[config.mk]
export PLATFORM = sky130hd
export DESIGN_NAME = md_alu_control
export DESIGN_NICKNAME = d
export VERILOG_FILES = /design/src/rtl/md_alu_control.sv
export SDC_FILE = /design/constraint.sdc
export NUM_CORES = 1
export LEC_CHECK = 0
export BUFFER_PORTS_ARGS = -buffer_cell sky130_fd_sc_hd__buf_2
export CAP_MARGIN = 30
export CELL_PAD_IN_SITES_DETAIL_PLACEMENT = 0
export CELL_PAD_IN_SITES_GLOBAL_PLACEMENT = 1
export CORE_ASPECT_RATIO = 0.5
export CORE_MARGIN = 10
export CORE_UTILIZATION = 41
export DETAILED_ROUTE_END_ITERATION = 6
export PLACE_DENSITY = 0.78
export SLEW_MARGIN = 20
export SYNTH_ARGS = -nofsm -noshare
export SYNTH_HDL_FRONTEND = slang
export SYNTH_SLANG_ARGS = --single-unit
[constraint.sdc]
create_clock -name clock -period 4.45 [get_ports clock]
set_input_delay 0.89 -clock clock [delete_from_list [all_inputs] [get_ports clock]]
set_output_delay 0.89 -clock clock [all_outputs]
set_load 0.05 [all_outputs]
[src/rtl/md_alu_control.sv]
// -----------------------------------------------------------------------------
// md_alu_control
//
// Execute-stage ALU control plus an iterative signed multiply/divide sequencer.
// The instruction in the D/X latch is decoded combinationally into the ALU
// operation, shift amount and immediate-operand select. Multiply and divide
// instructions are run one bit per cycle (shift-add / restoring shift-subtract)
// on operand magnitudes. The sign is applied when the result is presented.
// While the sequencer is busy it stalls the front of the pipeline.
//
// Optional feature macro: MD_ZERO_BYPASS_EN
//   When defined, a multiply with a zero operand, or a divide with a zero
//   dividend and a nonzero divisor, skips the iteration and finishes in one
//   stall cycle. Divide-by-zero always finishes in one stall cycle.
//
// Parameters
//   WIDTH         operand/result width in bits (>= 4)
//   CNTW          iteration counter width
//
// Ports
//   clock         pipeline clock, rising edge
//   reset         asynchronous, active-high reset
//   dx_ir         D/X instruction: opcode [31:27], shamt [11:7], ALU op [6:2]
//   operand_a     rs value (multiplicand / dividend)
//   operand_b     rt value (multiplier / divisor)
//   alu_op        ALU operation select
//   shamt         shift amount
//   sx_sel        immediate-operand select
//   md_stall      hold PC, F/D and D/X; bubble into X/M
//   md_valid      one-cycle pulse, md_result valid this cycle
//   md_result     product low word or quotient (held until the next result)
//   md_exception  overflow or divide-by-zero, qualified by md_valid
// -----------------------------------------------------------------------------
module md_alu_control #(
  parameter int WIDTH = 32,
  parameter int CNTW  = $clog2(WIDTH + 1)
) (
  input  logic             clock,
  input  logic             reset,
  input  logic [31:0]      dx_ir,
  input  logic [WIDTH-1:0] operand_a,
  input  logic [WIDTH-1:0] operand_b,
  output logic [4:0]       alu_op,
  output logic [4:0]       shamt,
  output logic             sx_sel,
  output logic             md_stall,
  output logic             md_valid,
  output logic [WIDTH-1:0] md_result,
  output logic             md_exception
);

  typedef enum logic [1:0] {
    ST_IDLE,
    ST_RUN,
    ST_DONE
  } state_e;

  localparam logic [4:0] OP_MULT = 5'd6;
  localparam logic [4:0] OP_DIV  = 5'd7;

  // ---------------------------------------------------------------------------
  // Decode
  // ---------------------------------------------------------------------------
  logic [4:0] ir_opcode;
  logic [4:0] ir_op;
  logic [4:0] ir_shamt;
  logic       is_md;
  logic       is_div_ir;

  assign ir_opcode = dx_ir[31:27];
  assign ir_op     = dx_ir[6:2];
  assign ir_shamt  = dx_ir[11:7];

  // Fields this block does not decode.
  logic unused_ir_bits;
  assign unused_ir_bits = ^{dx_ir[26:12], dx_ir[1:0]};

  always_comb begin
    // NOTE: every always_comb output gets a default first so no path can
    // leave it unassigned and infer a latch.
    is_md     = 1'b0;
    is_div_ir = 1'b0;
    alu_op    = 5'd0;
    shamt     = 5'd0;
    sx_sel    = 1'b1;

    if (ir_opcode == 5'd0) begin
      is_md     = (ir_op == OP_MULT) || (ir_op == OP_DIV);
      is_div_ir = (ir_op == OP_DIV);
      shamt     = ir_shamt;
      sx_sel    = 1'b0;
      if (!is_md) begin
        alu_op = ir_op;
      end
    end else if ((ir_opcode == 5'd2) || (ir_opcode == 5'd6)) begin
      alu_op = 5'd1;
    end
  end

  // ---------------------------------------------------------------------------
  // Sequencer state
  //   acc_q   mult: {partial product high, remaining multiplier bits}
  //           div : {partial remainder, dividend bits / quotient bits}
  //   opd_q   multiplicand magnitude (mult) or divisor magnitude (div)
  // ---------------------------------------------------------------------------
  state_e             state_q,  state_d;
  logic [CNTW-1:0]    count_q,  count_d;
  logic [2*WIDTH-1:0] acc_q,    acc_d;
  logic [WIDTH-1:0]   opd_q,    opd_d;
  logic               neg_q,    neg_d;
  logic               div_q,    div_d;
  logic               dz_q,     dz_d;
  logic [WIDTH-1:0]   result_q, result_d;

  // Operand magnitudes; |MIN| = 2^(WIDTH-1) still fits as an unsigned value.
  logic [WIDTH-1:0] a_mag;
  logic [WIDTH-1:0] b_mag;
  logic             a_zero;
  logic             b_zero;
  logic             zero_bypass;

  assign a_mag  = operand_a[WIDTH-1] ? (~operand_a + 1'b1) : operand_a;
  assign b_mag  = operand_b[WIDTH-1] ? (~operand_b + 1'b1) : operand_b;
  assign a_zero = (operand_a == '0);
  assign b_zero = (operand_b == '0);

`ifdef MD_ZERO_BYPASS_EN
  // Trivially-zero results skip the iteration entirely.
  assign zero_bypass = is_div_ir ? a_zero : (a_zero || b_zero);
`else
  assign zero_bypass = 1'b0;
`endif

  // One multiply iteration: conditionally add the multiplicand into the upper
  // half, then shift the whole accumulator right (carry enters at the top).
  logic [WIDTH:0]     mul_sum;
  logic [2*WIDTH-1:0] mul_next;

  assign mul_sum  = {1'b0, acc_q[2*WIDTH-1:WIDTH]}
                  + (acc_q[0] ? {1'b0, opd_q} : {(WIDTH + 1){1'b0}});
  assign mul_next = {mul_sum, acc_q[WIDTH-1:1]};

  // One restoring divide iteration: shift the next dividend bit into the
  // remainder, trial-subtract the divisor, keep the difference if it did not
  // borrow. The remainder stays below the divisor, so bit WIDTH of the shifted
  // value is always zero and the borrow shows up in diff bit WIDTH.
  logic [WIDTH:0]     div_shift;
  logic [WIDTH:0]     div_diff;
  logic [2*WIDTH-1:0] div_next;

  assign div_shift = {acc_q[2*WIDTH-1:WIDTH], acc_q[WIDTH-1]};
  assign div_diff  = div_shift - {1'b0, opd_q};
  assign div_next  = div_diff[WIDTH]
                   ? {div_shift[WIDTH-1:0], acc_q[WIDTH-2:0], 1'b0}
                   : {div_diff[WIDTH-1:0],  acc_q[WIDTH-2:0], 1'b1};

  // ---------------------------------------------------------------------------
  // Result formation (used in DONE)
  // ---------------------------------------------------------------------------
  logic [2*WIDTH-1:0] prod_signed;
  logic [WIDTH-1:0]   quo_mag;
  logic [WIDTH-1:0]   done_result;
  logic               done_exc;
  logic [WIDTH:0]     prod_top;

  assign prod_signed = neg_q ? (~acc_q + 1'b1) : acc_q;
  assign prod_top    = prod_signed[2*WIDTH-1:WIDTH-1];
  assign quo_mag     = acc_q[WIDTH-1:0];

  always_comb begin
    done_result = '0;
    done_exc    = 1'b0;
    if (div_q) begin
      done_result = neg_q ? (~quo_mag + 1'b1) : quo_mag;
      // A positive quotient with the top bit set only arises from MIN / -1.
      done_exc    = !neg_q && quo_mag[WIDTH-1];
    end else begin
      done_result = prod_signed[WIDTH-1:0];
      // Overflow when the product does not sign-extend from bit WIDTH-1.
      done_exc    = !((&prod_top) || (~|prod_top));
    end
    // Divide-by-zero leaves the accumulator cleared, so the result is zero.
    if (dz_q) begin
      done_exc = 1'b1;
    end
  end

  // ---------------------------------------------------------------------------
  // Next-state logic
  // ---------------------------------------------------------------------------
  always_comb begin
    state_d  = state_q;
    count_d  = count_q;
    acc_d    = acc_q;
    opd_d    = opd_q;
    neg_d    = neg_q;
    div_d    = div_q;
    dz_d     = dz_q;
    result_d = result_q;

    unique case (state_q)
      ST_IDLE: begin
        if (is_md) begin
          count_d = '0;
          div_d   = is_div_ir;
          neg_d   = operand_a[WIDTH-1] ^ operand_b[WIDTH-1];
          dz_d    = 1'b0;
          if (is_div_ir) begin
            acc_d = {{WIDTH{1'b0}}, a_mag};
            opd_d = b_mag;
          end else begin
            acc_d = {{WIDTH{1'b0}}, b_mag};
            opd_d = a_mag;
          end
          if (is_div_ir && b_zero) begin
            acc_d   = '0;
            dz_d    = 1'b1;
            state_d = ST_DONE;
          end else if (zero_bypass) begin
            acc_d   = '0;
            state_d = ST_DONE;
          end else begin
            state_d = ST_RUN;
          end
        end
      end

      ST_RUN: begin
        acc_d   = div_q ? div_next : mul_next;
        count_d = count_q + CNTW'(1);
        if (count_q == CNTW'(WIDTH - 1)) begin
          state_d = ST_DONE;
        end
      end

      ST_DONE: begin
        result_d = done_result;
        state_d  = ST_IDLE;
      end

      default: begin
        state_d = ST_IDLE;
      end
    endcase
  end

  // ---------------------------------------------------------------------------
  // State registers
  // ---------------------------------------------------------------------------
  // NOTE: the datapath registers are reset along with the FSM because the
  // held md_result is architecturally visible and must read zero after reset.
  always_ff @(posedge clock or posedge reset) begin
    if (reset) begin
      // NOTE: sequential state uses non-blocking assignments so every flop
      // samples the pre-edge values regardless of statement order.
      state_q  <= ST_IDLE;
      count_q  <= '0;
      acc_q    <= '0;
      opd_q    <= '0;
      neg_q    <= 1'b0;
      div_q    <= 1'b0;
      dz_q     <= 1'b0;
      result_q <= '0;
    end else begin
      state_q  <= state_d;
      count_q  <= count_d;
      acc_q    <= acc_d;
      opd_q    <= opd_d;
      neg_q    <= neg_d;
      div_q    <= div_d;
      dz_q     <= dz_d;
      result_q <= result_d;
    end
  end

  // ---------------------------------------------------------------------------
  // Outputs
  // ---------------------------------------------------------------------------
  // md_stall is gated by reset so it drops as soon as reset asserts, even
  // while a mult/div instruction is still sitting in D/X.
  assign md_stall     = !reset
                      && (((state_q == ST_IDLE) && is_md) || (state_q == ST_RUN));
  assign md_valid     = (state_q == ST_DONE);
  assign md_exception = (state_q == ST_DONE) && done_exc;
  assign md_result    = (state_q == ST_DONE) ? done_result : result_q;

endmodule

# Yosys cells after proc, flatten, opt, wreduce, memory -nomap -nowiden
# Cells that the tools add are included.
[totals] regBits=139 inputBits=98 out_inout_bits=46 elab_cells=81
[classes] add_sub_neg=7 n_eq_ne=9 muxes=30 bitwise_logic=5 reduce_logical=22
[ops] operator="64-bit 2-to-1 mux" n=5
[ops] operator="32-bit 2-to-1 mux" n=8
[ops] operator="64-bit case mux with 2 select lines" n=1
[ops] operator="32-bit by 1-bit adder with 32-bit output, second input constant" n=3
[ops] operator="32-bit NOT" n=3
[ops] operator="64-bit by 1-bit adder with 64-bit output, second input constant" n=1
[ops] operator="64-bit NOT" n=1
[ops] operator="32-bit by 32-bit adder with 33-bit output" n=1
[ops] operator="33-bit AND reduction" n=1
[ops] operator="33-bit OR reduction" n=1
[ops] operator="33-bit by 32-bit subtractor with 33-bit output" n=1
[ops] operator="32-bit logical NOT" n=1
[ops] operator="5-bit by 3-bit equality test with 1-bit output, second input constant" n=3
[ops] operator="5-bit 2-to-1 mux" n=3
[ops] operator="6-bit case mux with 2 select lines" n=1
[ops] operator="1-bit 2-to-1 mux" n=7
[ops] operator="6-bit by 1-bit adder with 6-bit output, second input constant" n=1
[ops] operator="6-bit by 5-bit equality test with 1-bit output, second input constant" n=1
[ops] operator="2-bit 2-to-1 mux" n=3
[ops] operator="6-bit 2-to-1 mux" n=1
[ops] operator="2-bit AND reduction" n=3
[ops] operator="5-bit by 2-bit equality test with 1-bit output, second input constant" n=1
[ops] operator="1-bit logical AND" n=5
[ops] operator="5-bit logical NOT" n=1
[ops] operator="9 further kinds" n=16

# Longest topological paths before layout
# Gate-level depths: netlist of run 1.
[depth] word_depth=10 mapped_depth=16 mapped_depth_nobuf=14

# Worst setup path before layout of run 1
# Ideal clock, no wire load.
[synth_path] kind="register to output" startpoint="register acc_q[14]" endpoint="output md_exception" t_arrival_ns=3.972 required_ns=3.560 setup_slack_ns=-0.412 path_stages_with_launch=13 n_path_buf=2 cell_sequence="dfrtp_1 > or4_4 > or4_1 > buf_2 > or3_1 > buf_6 > o31ai_1 > xor2_1 > nor4_1 > nand3_1 > or4bb_1 > o311a_1 > o31a_1"
[synth_between] elab_chain_cells=10 word_cells_on_any_way=11 classes_between="1 x add/sub; 3 x mux; 1 x bitwise; 6 x reduce/logical"
[synth_rtl] element="start, declared" line="108" source="logic [2*WIDTH-1:0] acc_q, acc_d;"
[synth_rtl] element="start signal, assigned" line="258" source="acc_q <= '0;"
[synth_rtl] element="start signal, assigned" line="267" source="acc_q <= acc_d;"
[synth_rtl] element="64-bit NOT (*)" line="166" source="assign prod_signed = neg_q ? (~acc_q + 1'b1) : acc_q;"
[synth_rtl] element="64-bit by 1-bit adder with 64-bit output (*)" line="166"
[synth_rtl] element="64-bit 2-to-1 mux (*)" line="166"
[synth_rtl] element="33-bit OR reduction" line="180" source="done_exc = !((&prod_top) || (~|prod_top));"
[synth_rtl] element="1-bit logical NOT" line="180"
[synth_rtl] element="1-bit logical OR (*)" line="180"
[synth_rtl] element="1-bit logical NOT (*)" line="180"
[synth_rtl] element="1-bit 2-to-1 mux (*)" line="173" source="if (div_q) begin"
[synth_rtl] element="1-bit 2-to-1 mux (*)" line="183" source="if (dz_q) begin"
[synth_rtl] element="1-bit logical AND (*)" line="284" source="assign md_exception = (state_q == ST_DONE) && done_exc;"
[synth_rtl] element="end, declared" line="49" source="output logic md_exception"
# Mark *: on every way between the ends. The rest lies on a longest branch, timed or not.

# Final worst setup path of run 1
[layout_path] startpoint="register acc_q[13]" endpoint="output md_exception"
# Same word-level chain as after synthesis.

==> parameters.txt, run 1 <==
Parameter                              Value

Detailed routing
  Violation count after the first detailed-routing iteration    1261
  Number of nets with antenna violations after routing    0
  Total wire length    49420 um
  Total number of vias    14210
  DR WL/cell    20.41 um
  TritonRoute pass-1 iters    6
  DRC errors left    0
  Routed via count divided by cell count    ~5.9

Timing
  Upper clock frequency limit    191.3 MHz
  Min Tclk post-route    5.227 ns
  Max_slew headroom    0.4034
  Actual transition at the worst max-transition pin    0.8723 ns
  Worst clock skew    between 0.01 and 0.015 ns
  RSZ-0062 raised after global routing    yes
  Hold WS    between 0.4 and 0.5 ns
  Number of endpoints failing setup at the final stage    1
  Endpoints failing hold    0
  Part of the cycle the worst path needs    1.175
  Setup slack of the critical path after layout    -0.7767 ns
  Max Slew Vio Count    0
  Setup TNS    -0.7767 ns

Logic synthesis
  Synth unique cells    75
  Synth Warn #    0
  Commonest cells post-synth    192 x sky130_fd_sc_hd__o21ai_0, 191 x sky130_fd_sc_hd__nand2_1, 139 x sky130_fd_sc_hd__dfrtp_1, 137 x sky130_fd_sc_hd__nor2_1, 132 x sky130_fd_sc_hd__a21oi_1
  Number of enable-type register cells in the synthesized netlist    0
  Most frequently used flop master after synthesis    sky130_fd_sc_hd__dfrtp_1
  Fraction of synthesis flops using an asynchronous set or reset pin    1.000
  Mean cell area of the mapped netlist    7.619 um^2
  Library cell with the largest summed area after synthesis    sky130_fd_sc_hd__dfrtp_1
  Top cells by area, synth    sky130_fd_sc_hd__dfrtp_1 26%, sky130_fd_sc_hd__o21ai_0 7.1%, sky130_fd_sc_hd__ha_1 6.3%
  Part of the Yosys area used for sequential elements    0.2571
  Instance count of the mapped netlist    about 1800
  Area share of the leading cell type in the synthesized netlist    0.2571
  Total of flip-flops plus latches after synthesis    around 140
  Synthesized netlist net count    1944
  Synthesized area    around 14000 um^2
  Leading cell type by number of instances after synthesis    sky130_fd_sc_hd__o21ai_0

Placement
  RePlAce Congestion    0.9624
  Placed wire-length estimate    between 30000 and 40000 um
  Number of port buffers    approximately 130
  Cell total after placement    2386
  Setup Slack @ Placement    -0.4006 ns

Global route
  GRT overflow    0
  Largest net degree at the start of global routing    140
  Combined global-route utilization of all metal layers    0.2338
  Number of global-route vias before repair    13470
  Global-route wire length before repair    76780 um
  Number of antenna violations at the first check in global routing    4

Die
  Starting utilization of the core area    0.4213
  IO Count    144
  Die height    148.5 um
  Area of the core region    32120 um^2
  Horizontal extent of the die    ~280 um
  Cell Rows    46
  Full die area    41110 um^2

Critical path
  Crit path capture    md_exception
  Critical R2R Capture    acc_q[62]$_DFFE_PP0P_
  Critical path startpoint category    flip-flop
  Setup crit end kind    primary output
  Startpoint-to-endpoint class of the critical path    reg -> out
  Critical path startpoint    acc_q[13]$_DFFE_PP0P_
  Slack of the worst reg-to-reg path    about 0.29 ns
  Required time at the worst-slack endpoint    3.56 ns
  Arrival time reported for the critical path endpoint    4.34 ns
  Crit-path max FO    5
  Reg2reg start    acc_q[0]$_DFFE_PP0P_
  Worst r2r path cells    16

Hold path
  Hold Crit Class    reg -> reg

Final layout
  Fraction of final layout cells sized beyond drive strength 1    0.1943
  Storage cell area    3481 um^2
  Synthesis-to-layout area growth    21.11%
  Area of the multi-input gates    between 9000 and 10000 um^2
  Final std cells w/o fill    roughly 2400
  Fin nets    2142
  Number of filler cells placed in the layout    3218

Clock network
  H-tree depth    4
  Clock Root Buffer    sky130_fd_sc_hd__clkbuf_16
  Insertion delay of the later-clocked pin in the worst-skew pair    about 0.46 ns
  Total CTS buffers    17
  Clock sink count    139
  CTS clock-pin slew for the worst setup and hold paths    0.07 ns
  Clock Path Buffers    2
  Clock tree from TritonCTS    built

Power and ir drop
  Power per standard cell area    511.7 nW/um^2
  Static leakage    between 7 and 8 nW
  PnR Total Power    8.385 mW
  Max VDD drop    0.3801 mV

Status
  Status    complete, but fails checks
  Violated checks    setup timing

Job
  Max capacitance violation total    0
worst max-delay path, stage by stage, from the launching register on:
cell and delay (ns):
sky130_fd_sc_hd__dfrtp_1 0.38, sky130_fd_sc_hd__or4_4 0.54, sky130_fd_sc_hd__or4_4 0.49, sky130_fd_sc_hd__or4_4 0.58, sky130_fd_sc_hd__buf_4 0.16, sky130_fd_sc_hd__o31ai_2 0.26
sky130_fd_sc_hd__xor2_1 0.30, sky130_fd_sc_hd__nand4_1 0.16, sky130_fd_sc_hd__nor4_2 0.20, sky130_fd_sc_hd__nand4_1 0.12, sky130_fd_sc_hd__o311a_1 0.18, sky130_fd_sc_hd__o31a_4 0.36
sky130_fd_sc_hd__buf_6 0.15
per-stage QoR:
step	area [um^2]	util
5_1_grt	16380	0.5102
3_3_place_gp	15630	0.4867
6_report	16390	0.5102
3_5_place_dp	15630	0.4867
2_1_floorplan	13570	-
4_1_cts	16290	0.5072
routing by layer:
| metal | up-vias | part of all wire | global-route usage |
|---|---|---|---|
| li1 | 6906 | - | - |
| met1 | 6764 | 0.48 | 0.3237 |
| met2 | 455 | 0.44 | 0.3741 |
| met3 | 83 | 0.057 | 0.03006 |
| met4 | 6 | 0.022 | 0.06869 |
| met5 | - | 0.00087 | 0 |
timing repair:
item	in CTS	in global routing
setup endpoints to repair	1	4
buffers inserted	0	0
hold buffers	0	0
pin swaps	1	2
resized for setup	13	13
area by class of cell:
cell class / count / share of cell area
antenna: 2 / 0.0003054
clock buffer: 19 / 0.02764
clock inverter: 13 / 0.008093
inverter: 66 / 0.01535
multi-input combinational: 1454 / 0.5831
sequential: 139 / 0.2124
tap: 432 / 0.03298
timing repair buffer: 296 / 0.1201
power by group:
| group | switching [mW] | internal (mW) | total (mW) | leakage (nW) |
|---|---|---|---|---|
| clock | 0.656 | 0.813 | 1.47 | 0.281 |
| sequential | 0.212 | 1.58 | 1.79 | 1.66 |
| combinational | 3.09 | 2.04 | 5.13 | 5.90 |
| total | 3.95 | 4.43 | 8.38 | 7.84 |
kinds of logic (layout without fill, tap and decap cells):
kind of cell / Yosys count / in the layout / synth area share
buf+inv: 183 / 394 / 0.05197
mux: 44 / 44 / 0.03292
flops: 139 / 139 / 0.2571
other cells: 0 / 2 / 0
compound gates: 590 / 590 / 0.2754
fa+ha+maj: 70 / 70 / 0.06584
simple gates: 585 / 585 / 0.2100
xor+xnor: 165 / 165 / 0.1068
worst min-delay path by stage:
stage	end	depth (start not counted)	slack [ns]	startpoint
global route	result_q[11]$_DFF_PP0_	2	0.51	result_q[11]$_DFF_PP0_
CTS	result_q[17]$_DFF_PP0_	2	0.49	result_q[17]$_DFF_PP0_
global placement	opd_q[2]$_DFFE_PP0P_	2	0.46	opd_q[2]$_DFFE_PP0P_
finish	result_q[23]$_DFF_PP0_	2	0.48	result_q[23]$_DFF_PP0_
detailed placement	result_q[17]$_DFF_PP0_	2	0.47	result_q[17]$_DFF_PP0_
floorplan	opd_q[10]$_DFFE_PP0P_	2	0.45	opd_q[10]$_DFFE_PP0P_
sequential cells by signal (all words and copies together) (netlist names):
register,flops
neg_q,1
state_q,2
result_q,32
div_q,1
dz_q,1
acc_q,64
count_q,6
opd_q,32
layout by cell type (no fill, tap or decap), drive strengths merged, types with 11 or more instances in the layout:
| cell | count |
|---|---|
| buf | 296 |
| o21ai | 194 |
| nand2 | 191 |
| dfrtp | 139 |
| nor2 | 138 |
| a21oi | 132 |
| xor2 | 85 |
| xnor2 | 80 |
| inv | 71 |
| ha | 68 |
| nand3 | 42 |
| o211ai | 41 |
| mux2i | 40 |
| nor3 | 40 |
| o31ai | 39 |
| a21o | 32 |
| a211oi | 30 |
| or4 | 29 |
| or3 | 23 |
| nor4 | 22 |
| o41ai | 21 |
| and3 | 20 |
| clkbuf | 19 |
| nand2b | 18 |
| nand4 | 16 |
| a221oi | 13 |
| a31oi | 12 |
| and2 | 11 |
No activity file was read; power rests on OpenSTA's default activity.
==> inputs of run 2 (changes only) <==
Settings changed: ABC_AREA set to 1, CORE_UTILIZATION 41 to 37, PLACE_DENSITY 0.78 to 0.75.
==> run 2 against run 1 <==
  * The flow now finishes without violations
  * Register-to-register slack improved by 0.39 ns
  * Die area increased by 23%
  * Critical path type unchanged
  * Highest routed layer is now met4
  * Setup slack better by 0.95 ns
  * Design area increased by 4.3%
  * Sequential cell count unchanged
  * Cell count is 32% higher
  * Count of clock-buffer cells in the layout decreased by 1
  * Clock power about the same
  * Wire length is 33% higher
  * Total power is 27% higher
==> parameters.txt, run 2 <==
Parameter                              Value

Global route
  Global-route wire length before repair    99140 um
  Largest net degree at the start of global routing    104
  Number of antenna violations at the first check in global routing    3
  Combined global-route utilization of all metal layers    0.2551
  Number of global-route vias before repair    16180
  GRT overflow    0

Die
  Horizontal extent of the die    a little over 300 um
  Cell Rows    52
  Area of the core region    40730 um^2
  Die height    about 160 um
  Full die area    50620 um^2
  IO Count    approximately 140
  Starting utilization of the core area    0.3776

Power and ir drop
  Static leakage    roughly 8.7 nW
  Power per standard cell area    624.7 nW/um^2
  PnR Total Power    about 11 mW
  Max VDD drop    ~0.31 mV

Logic synthesis
  Top cells by area, synth    sky130_fd_sc_hd__dfrtp_1 23%, sky130_fd_sc_hd__nand2_1 17%, sky130_fd_sc_hd__nor2_1 9.5%
  Number of enable-type register cells in the synthesized netlist    0
  Total of flip-flops plus latches after synthesis    139
  Area share of the leading cell type in the synthesized netlist    0.2262
  Part of the Yosys area used for sequential elements    0.2262
  Leading cell type by number of instances after synthesis    sky130_fd_sc_hd__nand2_1
  Most frequently used flop master after synthesis    sky130_fd_sc_hd__dfrtp_1
  Synth unique cells    58
  Library cell with the largest summed area after synthesis    sky130_fd_sc_hd__dfrtp_1
  Mean cell area of the mapped netlist    5.996 um^2
  Synth Warn #    0
  Commonest cells post-synth    716 x sky130_fd_sc_hd__nand2_1, 391 x sky130_fd_sc_hd__nor2_1, 309 x sky130_fd_sc_hd__inv_1, 171 x sky130_fd_sc_hd__o21ai_0, 145 x sky130_fd_sc_hd__nand3_1
  Fraction of synthesis flops using an asynchronous set or reset pin    1.000
  Synthesized area    15380 um^2
  Synthesized netlist net count    2733
  Instance count of the mapped netlist    2565

Critical path
  Setup crit end kind    primary output
  Required time at the worst-slack endpoint    3.56 ns
  Startpoint-to-endpoint class of the critical path    reg -> out
  Crit-path max FO    7
  Critical path startpoint category    flip-flop
  Arrival time reported for the critical path endpoint    3.39 ns

Clock network
  Total CTS buffers    17
  Clock sink count    139
  Insertion delay of the later-clocked pin in the worst-skew pair    approximately 0.46 ns
  H-tree depth    4
  Clock Root Buffer    sky130_fd_sc_hd__clkbuf_16
  Count of hold-fix buffers inserted at cts    0
  Clock tree from TritonCTS    built
  CTS clock-pin slew for the worst setup and hold paths    ~0.070 ns
  Clock Path Buffers    2

Detailed routing
  Violation count after the first detailed-routing iteration    1863
  Routed via count divided by cell count    5.485
  DR WL/cell    20.52 um
  TritonRoute pass-1 iters    5
  Total number of vias    17570
  Total wire length    approximately 66000 um
  DRC errors left    0
  Number of nets with antenna violations after routing    0

Timing
  RSZ-0062 raised after global routing    no
  Max_slew headroom    0.4286
  Worst clock skew    around 0.017 ns
  Min Tclk post-route    4.279 ns
  Upper clock frequency limit    233.7 MHz
  Number of endpoints failing setup at the final stage    0
  Setup TNS    0 ns
  Max Slew Vio Count    0
  Actual transition at the worst max-transition pin    0.8482 ns
  Endpoints failing hold    0
  Part of the cycle the worst path needs    0.9617

Job
  Max capacitance violation total    0

Final layout
  Storage cell area    3481 um^2
  Layout Utilization    0.4196
  Biggest register    acc_q
  Leading registers by flop count    acc_q: 64 flops, opd_q: 32 flops, result_q: 32 flops
  Max FFs per register    between 60 and 70
  Fin nets    between 2000 and 3000
  Top library cells by usage in the layout, fill and taps aside    714 x sky130_fd_sc_hd__nand2_1, 387 x sky130_fd_sc_hd__nor2_1, 308 x sky130_fd_sc_hd__inv_1
  Final std cells w/o fill    3203
  Number of filler cells placed in the layout    4500
  Number of diodes    0
  Area of the multi-input gates    10350 um^2
  Fraction of final layout cells sized beyond drive strength 1    0.09012
  Synthesis-to-layout area growth    11.12%
  Commonest non-fill, non-tap cell in the layout    sky130_fd_sc_hd__nand2_1

Status
  Status    completed

Hold path
  Hold Crit Class    reg -> reg

Placement
  RePlAce Congestion    1.041
  Number of port buffers    ~130
  Cell total after placement    around 3200
  Placed wire-length estimate    between 50000 and 60000 um
-- run 2: cell types whose count changed after synthesis, sizes merged, moves of 48 or more --
cell,before,now
clkbuf,108,60
xnor2,80,21
nor2,138,403
nand3,42,148
inv,65,316
nand2,191,723
-- run 2: cell type report --
| type | instances | share of cell area |
|---|---|---|
| inverters | 317 | 0.06999 |
| multi-input cells | 2028 | 0.6058 |
| clock buffers | 18 | 0.02511 |
| clock inverters | 14 | 0.007541 |
| repair buffers | 147 | 0.04832 |
| flip-flops and latches | 139 | 0.2037 |
| well taps | 540 | 0.03953 |
-- run 2: repair_timing --
item,4_1_cts,5_1_grt
setup endpoints to repair,0,1
gates resized for setup,0,3
setup buffers,0,0
-- run 2: cells by family (layout without fill, tap and decap cells) --
kind of cell             Yosys count  after routing  synth area share
buffers and inverters            398            496            0.1019
AND/OR/NAND/NOR                 1374           1374            0.3705
adder cells (fa/ha/maj)           70             70           0.05792
flip-flops                       139            139            0.2262
AO/OA/AOI/OAI                    470            470            0.1786
XOR/XNOR                         114            114           0.06492
-- run 2: path summary, 6_finish.rpt --
path | start | slack (ns) | to | cells past startpoint
max reg2reg | acc_q[0]$_DFFE_PP0P_ | 0.68 | acc_q[50]$_DFFE_PP0P_ | 13
min in group asynchronous | reset | 0.50 | acc_q[51]$_DFFE_PP0P_ | 2
max | acc_q[3]$_DFFE_PP0P_ | 0.17 | md_exception | 16
max in group asynchronous | reset | 2.96 | result_q[27]$_DFF_PP0_ | 3
min | result_q[21]$_DFF_PP0_ | 0.49 | result_q[21]$_DFF_PP0_ | 2
min reg2reg | result_q[21]$_DFF_PP0_ | 0.49 | result_q[21]$_DFF_PP0_ | 2
-- run 2: report_power, final --
part	leakage, nW	internal, mW	switching, mW	total (mW)
combinational	6.83	2.03	4.77	6.81
sequential	1.62	1.70	0.725	2.42
clock	0.275	0.738	0.707	1.44
-- run 2: metrics by stage --
step / hold slack, ns / cell area (um^2) / worst slack, ns
6_report: 0.4935 / 17090 / 0.1706
5_1_grt: 0.5050 / 17090 / 0.02935
4_1_cts: 0.4944 / 17060 / 0.1844
3_5_place_dp: 0.4756 / 16500 / 0.7079
3_3_place_gp: 0.4752 / 16500 / 0.7373
2_1_floorplan: 0.4508 / 15380 / 0.6691
-- run 2: metal layers --
metal  GRT usage  wire (um)  vias to the layer above
met1      0.3748      31330                     8215
met4     0.05955       1225                        0
li1            -          -                     8529
met2      0.3794      27220                      757
met3     0.04408       5956                       67
met5           0          0                        -
-- run 2: worst max-delay path, cell delays in order (launching register included) --
cell,delay [ns]
sky130_fd_sc_hd__dfrtp_1,0.47
sky130_fd_sc_hd__nor2_2,0.16
sky130_fd_sc_hd__nand3_1,0.16
sky130_fd_sc_hd__nor2_4,0.22
sky130_fd_sc_hd__nand2_1,0.14
sky130_fd_sc_hd__nor2_1,0.45
sky130_fd_sc_hd__nand2_1,0.14
sky130_fd_sc_hd__nand3_1,0.11
sky130_fd_sc_hd__nand2_1,0.11
sky130_fd_sc_hd__nand2_1,0.09
sky130_fd_sc_hd__inv_1,0.04
sky130_fd_sc_hd__nand2_1,0.05
sky130_fd_sc_hd__nor2_1,0.04
sky130_fd_sc_hd__nand3_1,0.07
sky130_fd_sc_hd__nand3_1,0.17
sky130_fd_sc_hd__a21oi_1,0.21
sky130_fd_sc_hd__buf_2,0.29
==> inputs of run 3 (changes only) <==
Settings changed: CORE_MARGIN 10 to unset.
==> run 3 against run 2 <==
  * Non-clock buffer count rose by 3
  * Via count fell by 0.42%
  * Fmax down 0.20%
  * Design area rose by 0.38%
  * Total power increased by 1.8%
  * Cell count barely moved
  * Global-route usage grew 5.0 points
  * Highest routed layer is now met5
==> parameters.txt, run 3 (synthesis gave the netlist of run 2 again) <==
Parameter                              Value

Global route
  Largest net degree at the start of global routing    140
  GRT overflow    0
  Number of global-route vias before repair    16100
  Number of antenna violations at the first check in global routing    1
  Combined global-route utilization of all metal layers    0.3053
  Global-route wire length before repair    a little under 100000 um

Timing
  Setup TNS    0 ns
  Min Tclk post-route    4.288 ns
  Max Slew Vio Count    0
  Part of the cycle the worst path needs    0.9636
  Number of endpoints failing setup at the final stage    0
  Max_slew headroom    0.3517
  Endpoints failing hold    0
  Worst clock skew    0.01653 ns
  Upper clock frequency limit    233.2 MHz
  RSZ-0062 raised after global routing    no
  Setup slack of the critical path after layout    ~0.16 ns
  Hold WS    0.4953 ns
  Actual transition at the worst max-transition pin    0.9724 ns

Detailed routing
  Total wire length    65090 um
  Number of nets with antenna violations after routing    0
  DRC errors left    0
  DR WL/cell    20.30 um
  Total number of vias    17490
  Violation count after the first detailed-routing iteration    1857
  TritonRoute pass-1 iters    6
  Routed via count divided by cell count    5.457

Clock network
  Clock tree from TritonCTS    built
  Total CTS buffers    17
  Number of buffers inserted by post-CTS setup repair    0
  Clock Path Buffers    2
  Count of hold-fix buffers inserted at cts    0
  H-tree depth    4
  CTS clock-pin slew for the worst setup and hold paths    ~0.07 ns
  Clock Root Buffer    sky130_fd_sc_hd__clkbuf_16
  Count of instances resized after the clock tree is built    0
  Clock sink count    139
  Insertion delay of the later-clocked pin in the worst-skew pair    0.46 ns

Critical path
  Cell-by-cell trace of the critical path    nor2_1 > nand2_1 > nor2_1 > nand2_1 > nor2_1 > nand4_1 > nand2_1 > nand2_1 > nand2_1 > inv_1 > nand2_1 > nor2_1 > nand3_1 > nand3_1 > a21oi_1 > buf_2
  Number of buffers and inverters on the critical path    2
  Highest-delay cell along the critical path    sky130_fd_sc_hd__dfrtp_1
  Reg2reg start    acc_q[0]$_DFFE_PP0P_
  Startpoint-to-endpoint class of the critical path    reg -> out
  Critical path's top delay family    simple AND/OR/NAND/NOR gates
  Critical path startpoint    acc_q[26]$_DFFE_PP0P_
  Critical path startpoint category    flip-flop
  Setup crit end kind    primary output
  Arrival time reported for the critical path endpoint    3.40 ns
  Delay of the slowest cell on the worst path    0.51 ns
  Required time at the worst-slack endpoint    between 3 and 4 ns
  Crit-path max FO    6
  CP most frequent cell    sky130_fd_sc_hd__nand2_1

Final layout
  Commonest non-fill, non-tap cell in the layout    sky130_fd_sc_hd__nand2_1
  Fin nets    around 2800
  Number of diodes    0
  Biggest register    acc_q
  Leading registers by flop count    acc_q: 64 flops, opd_q: 32 flops, result_q: 32 flops
  Area of the multi-input gates    roughly 10000 um^2
  Top library cells by usage in the layout, fill and taps aside    714 x sky130_fd_sc_hd__nand2_1, 389 x sky130_fd_sc_hd__nor2_1, 308 x sky130_fd_sc_hd__inv_1
  Layout Utilization    0.4219
  Synthesis-to-layout area growth    11.54%
  Final std cells w/o fill    3206
  Max FFs per register    64
  Number of filler cells placed in the layout    between 4000 and 5000
  Storage cell area    3481 um^2
  Fraction of final layout cells sized beyond drive strength 1    0.09077
  Final design instance area without fill    around 17000 um^2

Placement
  Post-place instance area    between 15000 and 20000 um^2
  RePlAce Congestion    1.058
  Cell total after placement    3173
  Number of port buffers    126
  Placed wire-length estimate    51960 um
  Setup Slack @ Placement    ~0.76 ns

Die
  IO Count    144
  Area of the core region    40660 um^2
  Die height    roughly 150 um
  Cell Rows    between 50 and 60
  Starting utilization of the core area    0.3782
  Full die area    42440 um^2
  Horizontal extent of the die    290.3 um

Hold path
  Hold Crit Class    reg -> reg
  Hold Path Origin    result_q[13]$_DFF_PP0_

Power and ir drop
  Max VDD drop    0.3007 mV
  Power per standard cell area    633.3 nW/um^2
  PnR Total Power    10.86 mW
  Static leakage    ~8.8 nW

Status
  Status    completed

Job
  Max capacitance violation total    0
==> run 3: cell types whose count changed in the layout (fill, tap and decap cells not counted), sizes merged <==
cell      change
clkinvlp      -1
buf           +3
inv           +1
clkbuf        -1
bufinv        +1
==> run 3: layout make-up <==
class,count,area share
multi-input combinational,2028,0.6032
sequential,139,0.2029
inverter,317,0.06973
timing repair buffer,150,0.04872
tap,540,0.03938
clock buffer,17,0.02480
clock inverter,15,0.01123
==> run 3: worst paths after layout <==
check	cells after the start	to	slack, ns
max in group asynchronous	3	neg_q$_DFFE_PP0P_	3.06
hold reg to reg	2	result_q[13]$_DFF_PP0_	0.50
hold / removal	2	result_q[13]$_DFF_PP0_	0.50
min in group asynchronous	3	acc_q[54]$_DFFE_PP0P_	0.52
setup / recovery	16	md_exception	0.16
setup reg to reg	16	acc_q[57]$_DFFE_PP0P_	0.75
==> run 3: tightest hold or removal path, stage by stage, from the launching register on <==
cell and delay (ns):
sky130_fd_sc_hd__dfrtp_1 0.32, sky130_fd_sc_hd__nand2_1 0.04, sky130_fd_sc_hd__o21ai_0 0.08
==> run 3: layer usage <==
layer	GRT usage	wire, um
met4	0.07473	1367
met1	0.4525	31670
met3	0.06622	5344
met2	0.4446	26680
met5	0	30
==> run 3: power by group <==
group / internal, mW / total (mW) / switching, mW
combinational: 2.04 / 6.89 / 4.85
clock: 0.814 / 1.57 / 0.758
sequential: 1.70 / 2.41 / 0.707
total: 4.55 / 10.9 / 6.31
